$ cat config.mk
export PLATFORM = sky130hd
export DESIGN_NAME = axil_initiator
export DESIGN_NICKNAME = d
export VERILOG_FILES = /design/src/rtl/axil_initiator.sv
export SDC_FILE = /design/constraint.sdc
export NUM_CORES = 1
export LEC_CHECK = 0
export BUFFER_PORTS_ARGS = -buffer_cell sky130_fd_sc_hd__buf_2
export CELL_PAD_IN_SITES_DETAIL_PLACEMENT = 1
export CELL_PAD_IN_SITES_GLOBAL_PLACEMENT = 1
export CORE_ASPECT_RATIO = 1.75
export CORE_MARGIN = 2
export CORE_UTILIZATION = 35
export CTS_CLUSTER_DIAMETER = 30
export DETAILED_ROUTE_END_ITERATION = 16
export MAX_ROUTING_LAYER = met4
export PLACE_DENSITY_LB_ADDON = 0.1
export SLEW_MARGIN = 20
export SYNTH_ARGS = -nofsm -noshare
export SYNTH_HDL_FRONTEND = slang
export SYNTH_SLANG_ARGS = --single-unit
$ cat constraint.sdc
create_clock -name clk -period 11.6 [get_ports clk]
set_clock_uncertainty 0.1 [all_clocks]
set_input_delay 2.32 -clock clk [delete_from_list [all_inputs] [get_ports clk]]
set_output_delay 2.32 -clock clk [all_outputs]
set_load 0.05 [all_outputs]
$ cat src/rtl/axil_initiator.sv
// ---------------------------------------------------------------------------
// axil_initiator
//
// Bridges a simple single-outstanding request/response port (CPU load/store
// side) onto an AXI4-Lite manager interface. Only one transaction is in
// flight at a time. AW and W may complete in either order or together, and
// an early B or R response is held off until the matching response state.
//
// Ports:
//   clk, rst               clock, asynchronous active-high reset
//   i_req_*  / o_req_ready request: valid, write, addr, wdata, wstrb
//   o_resp_* / i_resp_ready response: valid, rdata (0 for writes), err
//   o_aw* / i_awready      AXI write address channel
//   o_w*  / i_wready       AXI write data channel
//   i_b*  / o_bready       AXI write response channel
//   o_ar* / i_arready      AXI read address channel
//   i_r*  / o_rready       AXI read data channel
//
// Every output is decoded from registered state only, so there is no
// combinational path from any input to any output.
// DATA_WIDTH is expected to be 32 or 64.
// ---------------------------------------------------------------------------
module axil_initiator #(
    parameter int         ADDR_WIDTH = 32,
    parameter int         DATA_WIDTH = 32,
    parameter int         STRB_WIDTH = DATA_WIDTH / 8,
    parameter logic [2:0] PROT       = 3'b000
) (
    input  logic                  clk,
    input  logic                  rst,
    input  logic                  i_req_valid,
    output logic                  o_req_ready,
    input  logic                  i_req_write,
    input  logic [ADDR_WIDTH-1:0] i_req_addr,
    input  logic [DATA_WIDTH-1:0] i_req_wdata,
    input  logic [STRB_WIDTH-1:0] i_req_wstrb,
    output logic                  o_resp_valid,
    input  logic                  i_resp_ready,
    output logic [DATA_WIDTH-1:0] o_resp_rdata,
    output logic [1:0]            o_resp_err,
    output logic [ADDR_WIDTH-1:0] o_awaddr,
    output logic [2:0]            o_awprot,
    output logic                  o_awvalid,
    input  logic                  i_awready,
    output logic [DATA_WIDTH-1:0] o_wdata,
    output logic [STRB_WIDTH-1:0] o_wstrb,
    output logic                  o_wvalid,
    input  logic                  i_wready,
    input  logic [1:0]            i_bresp,
    input  logic                  i_bvalid,
    output logic                  o_bready,
    output logic [ADDR_WIDTH-1:0] o_araddr,
    output logic [2:0]            o_arprot,
    output logic                  o_arvalid,
    input  logic                  i_arready,
    input  logic [DATA_WIDTH-1:0] i_rdata,
    input  logic [1:0]            i_rresp,
    input  logic                  i_rvalid,
    output logic                  o_rready
);

    typedef enum logic [2:0] {
        S_IDLE,
        S_WR_REQ,
        S_WR_RESP,
        S_RD_ADDR,
        S_RD_DATA,
        S_DONE
    } state_t;

    state_t                r_state;
    state_t                w_state_next;
    logic [ADDR_WIDTH-1:0] r_addr;
    logic [DATA_WIDTH-1:0] r_wdata;
    logic [STRB_WIDTH-1:0] r_wstrb;
    logic                  r_aw_done;
    logic                  r_w_done;
    logic [DATA_WIDTH-1:0] r_resp_rdata;
    logic [1:0]            r_resp_err;

    logic w_accept;
    logic w_aw_fire;
    logic w_w_fire;
    logic w_aw_ok;
    logic w_w_ok;

    // Output decode: purely from state and the per-channel done flags.
    assign o_req_ready  = (r_state == S_IDLE);
    assign o_awvalid    = (r_state == S_WR_REQ) && !r_aw_done;
    assign o_wvalid     = (r_state == S_WR_REQ) && !r_w_done;
    assign o_bready     = (r_state == S_WR_RESP);
    assign o_arvalid    = (r_state == S_RD_ADDR);
    assign o_rready     = (r_state == S_RD_DATA);
    assign o_resp_valid = (r_state == S_DONE);

    assign o_awaddr     = r_addr;
    assign o_araddr     = r_addr;
    assign o_wdata      = r_wdata;
    assign o_wstrb      = r_wstrb;
    assign o_awprot     = PROT;
    assign o_arprot     = PROT;
    assign o_resp_rdata = r_resp_rdata;
    assign o_resp_err   = r_resp_err;

    assign w_accept  = o_req_ready && i_req_valid;
    assign w_aw_fire = o_awvalid && i_awready;
    assign w_w_fire  = o_wvalid && i_wready;

    // A channel counts as complete if it finished earlier or handshakes now,
    // so the write phase can end in the same cycle as the last handshake.
    assign w_aw_ok = r_aw_done || w_aw_fire;
    assign w_w_ok  = r_w_done || w_w_fire;

    always_ff @(posedge clk or posedge rst) begin
        if (rst) begin
            r_state <= S_IDLE;
        end else begin
            r_state <= w_state_next;
        end
    end

    always_comb begin
        w_state_next = r_state;
        case (r_state)
            S_IDLE: begin
                if (i_req_valid) begin
                    w_state_next = i_req_write ? S_WR_REQ : S_RD_ADDR;
                end
            end
            S_WR_REQ: begin
                if (w_aw_ok && w_w_ok) begin
                    w_state_next = S_WR_RESP;
                end
            end
            // An early bvalid seen in S_WR_REQ is simply left pending by the
            // responder and consumed here.
            S_WR_RESP: begin
                if (i_bvalid) begin
                    w_state_next = S_DONE;
                end
            end
            S_RD_ADDR: begin
                if (i_arready) begin
                    w_state_next = S_RD_DATA;
                end
            end
            S_RD_DATA: begin
                if (i_rvalid) begin
                    w_state_next = S_DONE;
                end
            end
            S_DONE: begin
                if (i_resp_ready) begin
                    w_state_next = S_IDLE;
                end
            end
            default: begin
                w_state_next = S_IDLE;
            end
        endcase
    end

    always_ff @(posedge clk or posedge rst) begin
        if (rst) begin
            r_addr       <= '0;
            r_wdata      <= '0;
            r_wstrb      <= '0;
            r_aw_done    <= 1'b0;
            r_w_done     <= 1'b0;
            r_resp_rdata <= '0;
            r_resp_err   <= 2'b00;
        end else begin
            if (w_accept) begin
                r_addr    <= i_req_addr;
                r_wdata   <= i_req_wdata;
                r_wstrb   <= i_req_wstrb;
                r_aw_done <= 1'b0;
                r_w_done  <= 1'b0;
            end
            if (w_aw_fire) begin
                r_aw_done <= 1'b1;
            end
            if (w_w_fire) begin
                r_w_done <= 1'b1;
            end
            if (o_bready && i_bvalid) begin
                r_resp_rdata <= '0;
                r_resp_err   <= i_bresp;
            end
            if (o_rready && i_rvalid) begin
                r_resp_rdata <= i_rdata;
                r_resp_err   <= i_rresp;
            end
        end
    end

endmodule

# == Word level (Yosys, flattened, before mapping) ==
# Index checks and enable logic that the tools add are counted.
# word_totals
out_inout_bits,147
inputBits,114
ff_bits,107
# op_classes
muxes,15
n_reduce_logical,17
n_eq_ne,11
# op_table
op,count
32-bit 2-to-1 mux,2
3-bit 2-to-1 mux,6
3-bit one-hot mux with 6 select lines,1
1-bit logical AND,8
3-bit by 2-bit equality test with 1-bit output (second input constant),2
3-bit equality test (second input constant),2
2-bit 2-to-1 mux,3
2-bit by 1-bit inequality test with 1-bit output (second input constant),3
2-bit inequality test (second input constant),3
6-bit AND reduction,1
2-bit nonzero test,3
3-bit by 1-bit equality test with 1-bit output (second input constant),1
3-bit zero test,1
1-bit 2-to-1 mux,3
1-bit zero test,2
1-bit logical OR,2

# == Logic depth before layout (Yosys ltp) ==
# logic_depth
word_depth,7
mapped_depth,6
mapped_depth_nobuf,3

# == Worst setup path before layout ==
# Ideal clock, no wire load.
# synth_path
path_kind,reg2out
from,register r_state[2]
to,output o_resp_valid
t_arrival_ps,1849
t_required_ps,9180
stages_incl_launch_ff,3
setup_slack_ps,7331
cell_sequence,dfrtp_1 > clkbuf_1 > nor3b_1
# synth_via
elab_chain_len,1
# synth_lines
item,line_no,source
start: declaration,71,state_t r_state;
start signal: assignment,118,r_state <= w_state_next;
3-bit equality test,94,assign o_resp_valid = (r_state == S_DONE);
end: declaration,37,"output logic o_resp_valid,"
# Every way passes these cells.

# == Worst setup path after layout ==
# layout_path
from,register r_state[0]
to,output o_wvalid
# layout_via
elab_chain_len,2
# layout_lines
item,line_no,source
3-bit by 1-bit equality test with 1-bit output,90,assign o_wvalid = (r_state == S_WR_REQ) && !r_w_done;
1-bit logical AND,90,
end: declaration,47,"output logic o_wvalid,"
# Every way passes these cells.

==> results.cfg <==
[synthesis]
yosysUniqueCellTypes = 33
netlist_top_cells_area = dfrtp_1, mux2_2, buf_4
netlist_instances = 310
yosysSeqAreaShare_pct = 59.0
netlist_area_mm2 = 0.00454
synth_top_area_cell = dfrtp_1
postSynthAreaPerCell_um2 = 14.6
ys_warn_count = 0
ys_seq_elements = 107
yosysTopAreaCellShare_pct = 59.0

[layout]
final_layout_size_suffix_gt1_share_pct = 65.5
stdcell_count = 703
syn_to_final_growth_pct = 30.5
final_nets = 641

[route]
route.detailed.drc = 0
wl_mm = 12.5
detail-route-antenna-nets = 0
first_pass_iters = 4
drtIter0Drc = 69
via_count = 3283
drt-vias-per-instance = 4.67
wl_per_cell_um = 17.8

[clock_tree]
clockRootBuffer = clkbuf_16
clock_path_buffers = 2
post_cts_resized = 0
cts.clk_slew.worst_paths_ns = 0.07
cts.hold.buffers_added = 0
cts_htree_levels = 3
cts_made_buffers = 9
cts_num_sinks = 107
tritoncts = yes
clk_latency_ns = 0.34
post-cts-setup-buffer-count = 0

[die]
rows = 55
start_util_pct = 35.5
fp.dieArea_mm2 = 0.0139
num_io_pins = 261
die_h_um = 155
coreArea_mm2 = 0.0128
dieWidth_um = 90.1

[critical_path]
end_kind = output pin
cp_max_fo = 14
worstPathRequired_ns = 9.18
cp_data_arrival_time_ns = 1.91
startpoint_type = register
critical_path_class = reg -> out

[run_status]
status = finished, final reports clean

[timing]
slew_violations = 0
min_period_ns = 4.33
holdWs_ns = 0.394
rsz0062_at_grt = no
timing.fmax_mhz = 231
final_hold_viol_count = 0
post-route-period-util_pct = 37.4
finalSetupViolCount = 0
worst_slack_ns = 7.27
tightestPinTransition_ns = 1.00
fin_setup_tns_ns = 0
slew-limit-headroom_pct = 33.1

[global_route]
grt_max_degree = 69
grt_pass1_wl_mm = 19.4
grt_usage_pct = 18.4
antenna_found_initial = 1
grt_pass1_vias = 3530
grt_overflow_total = 0

[place]
place_hpwl_mm = 9.38
port_buffers = 254
place_ws_ns = 7.63
dp.cells = 687
gp_congestion = 0.780

[run]
maxCapViolCount = 0

[min_path]
min_path_type = reg -> reg
## critical path: stages (launching register included)
cell and delay (ns):
dfrtp_1 0.65, or3b_2 0.51, nor2_1 0.13, buf_2 0.28
## state kept, by name, summed over array words and instances, names as in the netlist
register	cells
r_state	3
r_aw_done	1
o_araddr	32
o_resp_rdata	32
o_wstrb	4
o_resp_err	2
r_w_done	1
o_wdata	32
## placed cells by master, fill, tap and decap left out, types with 2 or more instances in the layout
cell type,n
clkinvlp_4,2
nand2b_1,2
mux2i_1,3
and3b_1,2
conb_1,6
buf_4,3
mux2_4,20
a22o_1,33
clkbuf_16,9
o22a_1,2
a21oi_1,3
o21ai_0,2
mux2_2,49
nor3b_1,2
nor3_1,2
nand2_1,6
buf_2,254
nor2_1,6
dfrtp_1,107
clkinv_2,2
## synthesized netlist by cell type (all sizes together)
cell type,count
mux2i,3
or2b,1
nor2,6
nor3b,2
mux2,69
inv,2
conb,1
o21ai,3
nor2b,1
or3b,1
o2bb2ai,1
and3b,2
a22o,33
o32a,1
o22a,2
clkbuf,2
o22ai,1
a221oi,1
and2,1
buf,54
and4bb,1
nand2,6
nor4bb,1
nand2b,2
a21oi,3
nor3,3
dfrtp,107
## metrics by stage
step / utilization, % / instance area, um^2
floorplan: - / 4560
finish: 46.3 / 5920
detailed placement: 44.2 / 5650
CTS: 46.3 / 5920
global placement: 44.2 / 5650
global route: 46.3 / 5920
## per-layer routing
| layer | vias to the layer above | track usage (%) | wire length [um] |
|---|---|---|---|
| met4 | 0 | 6.37 | 270 |
| met2 | 149 | 33.3 | 7010 |
| li1 | 1482 | - | - |
| met1 | 1637 | 19.4 | 4510 |
| met5 | - | - | 0 |
| met3 | 15 | 4.58 | 710 |
## cell type report
type | count | area, um^2
clock buffer | 9 | 225
multi-input combinational | 150 | 1460
clock inverter | 6 | 42.5
tap | 171 | 214
inverter | 2 | 10.0
antenna | 1 | 2.50
sequential | 107 | 2680
fill | 1415 | 6880
timing repair buffer | 257 | 1290
## kinds of logic after synthesis
| kind of cell | count (synthesis) | share of synthesized area [%] |
|---|---|---|
| AO/OA/AOI/OAI | 45 | 8.16 |
| buffers and inverters | 58 | 9.73 |
| flip-flops | 107 | 59.0 |
| multiplexers | 72 | 19.4 |
| other | 1 | 0.0826 |
| AND/OR/NAND/NOR | 27 | 3.61 |
## final timing paths
check / from / endpoint / slack [ns] / cells past startpoint
worst max register to register: r_state[1] / o_araddr[4] / 9.18 / 3
min in group asynchronous: rst / o_resp_rdata[22] / 1.94 / 2
max in group asynchronous: rst / o_wdata[30] / 8.23 / 3
worst min register to register: o_resp_rdata[30] / o_resp_rdata[30] / 0.39 / 1
worst max-delay path: r_state[0] / o_wvalid / 7.27 / 3
worst min-delay path: o_resp_rdata[30] / o_resp_rdata[30] / 0.39 / 1
Power is left out: the tool's default activity adds up to more than one toggle a clock period on the data nets, which glitch-free logic cannot reach.
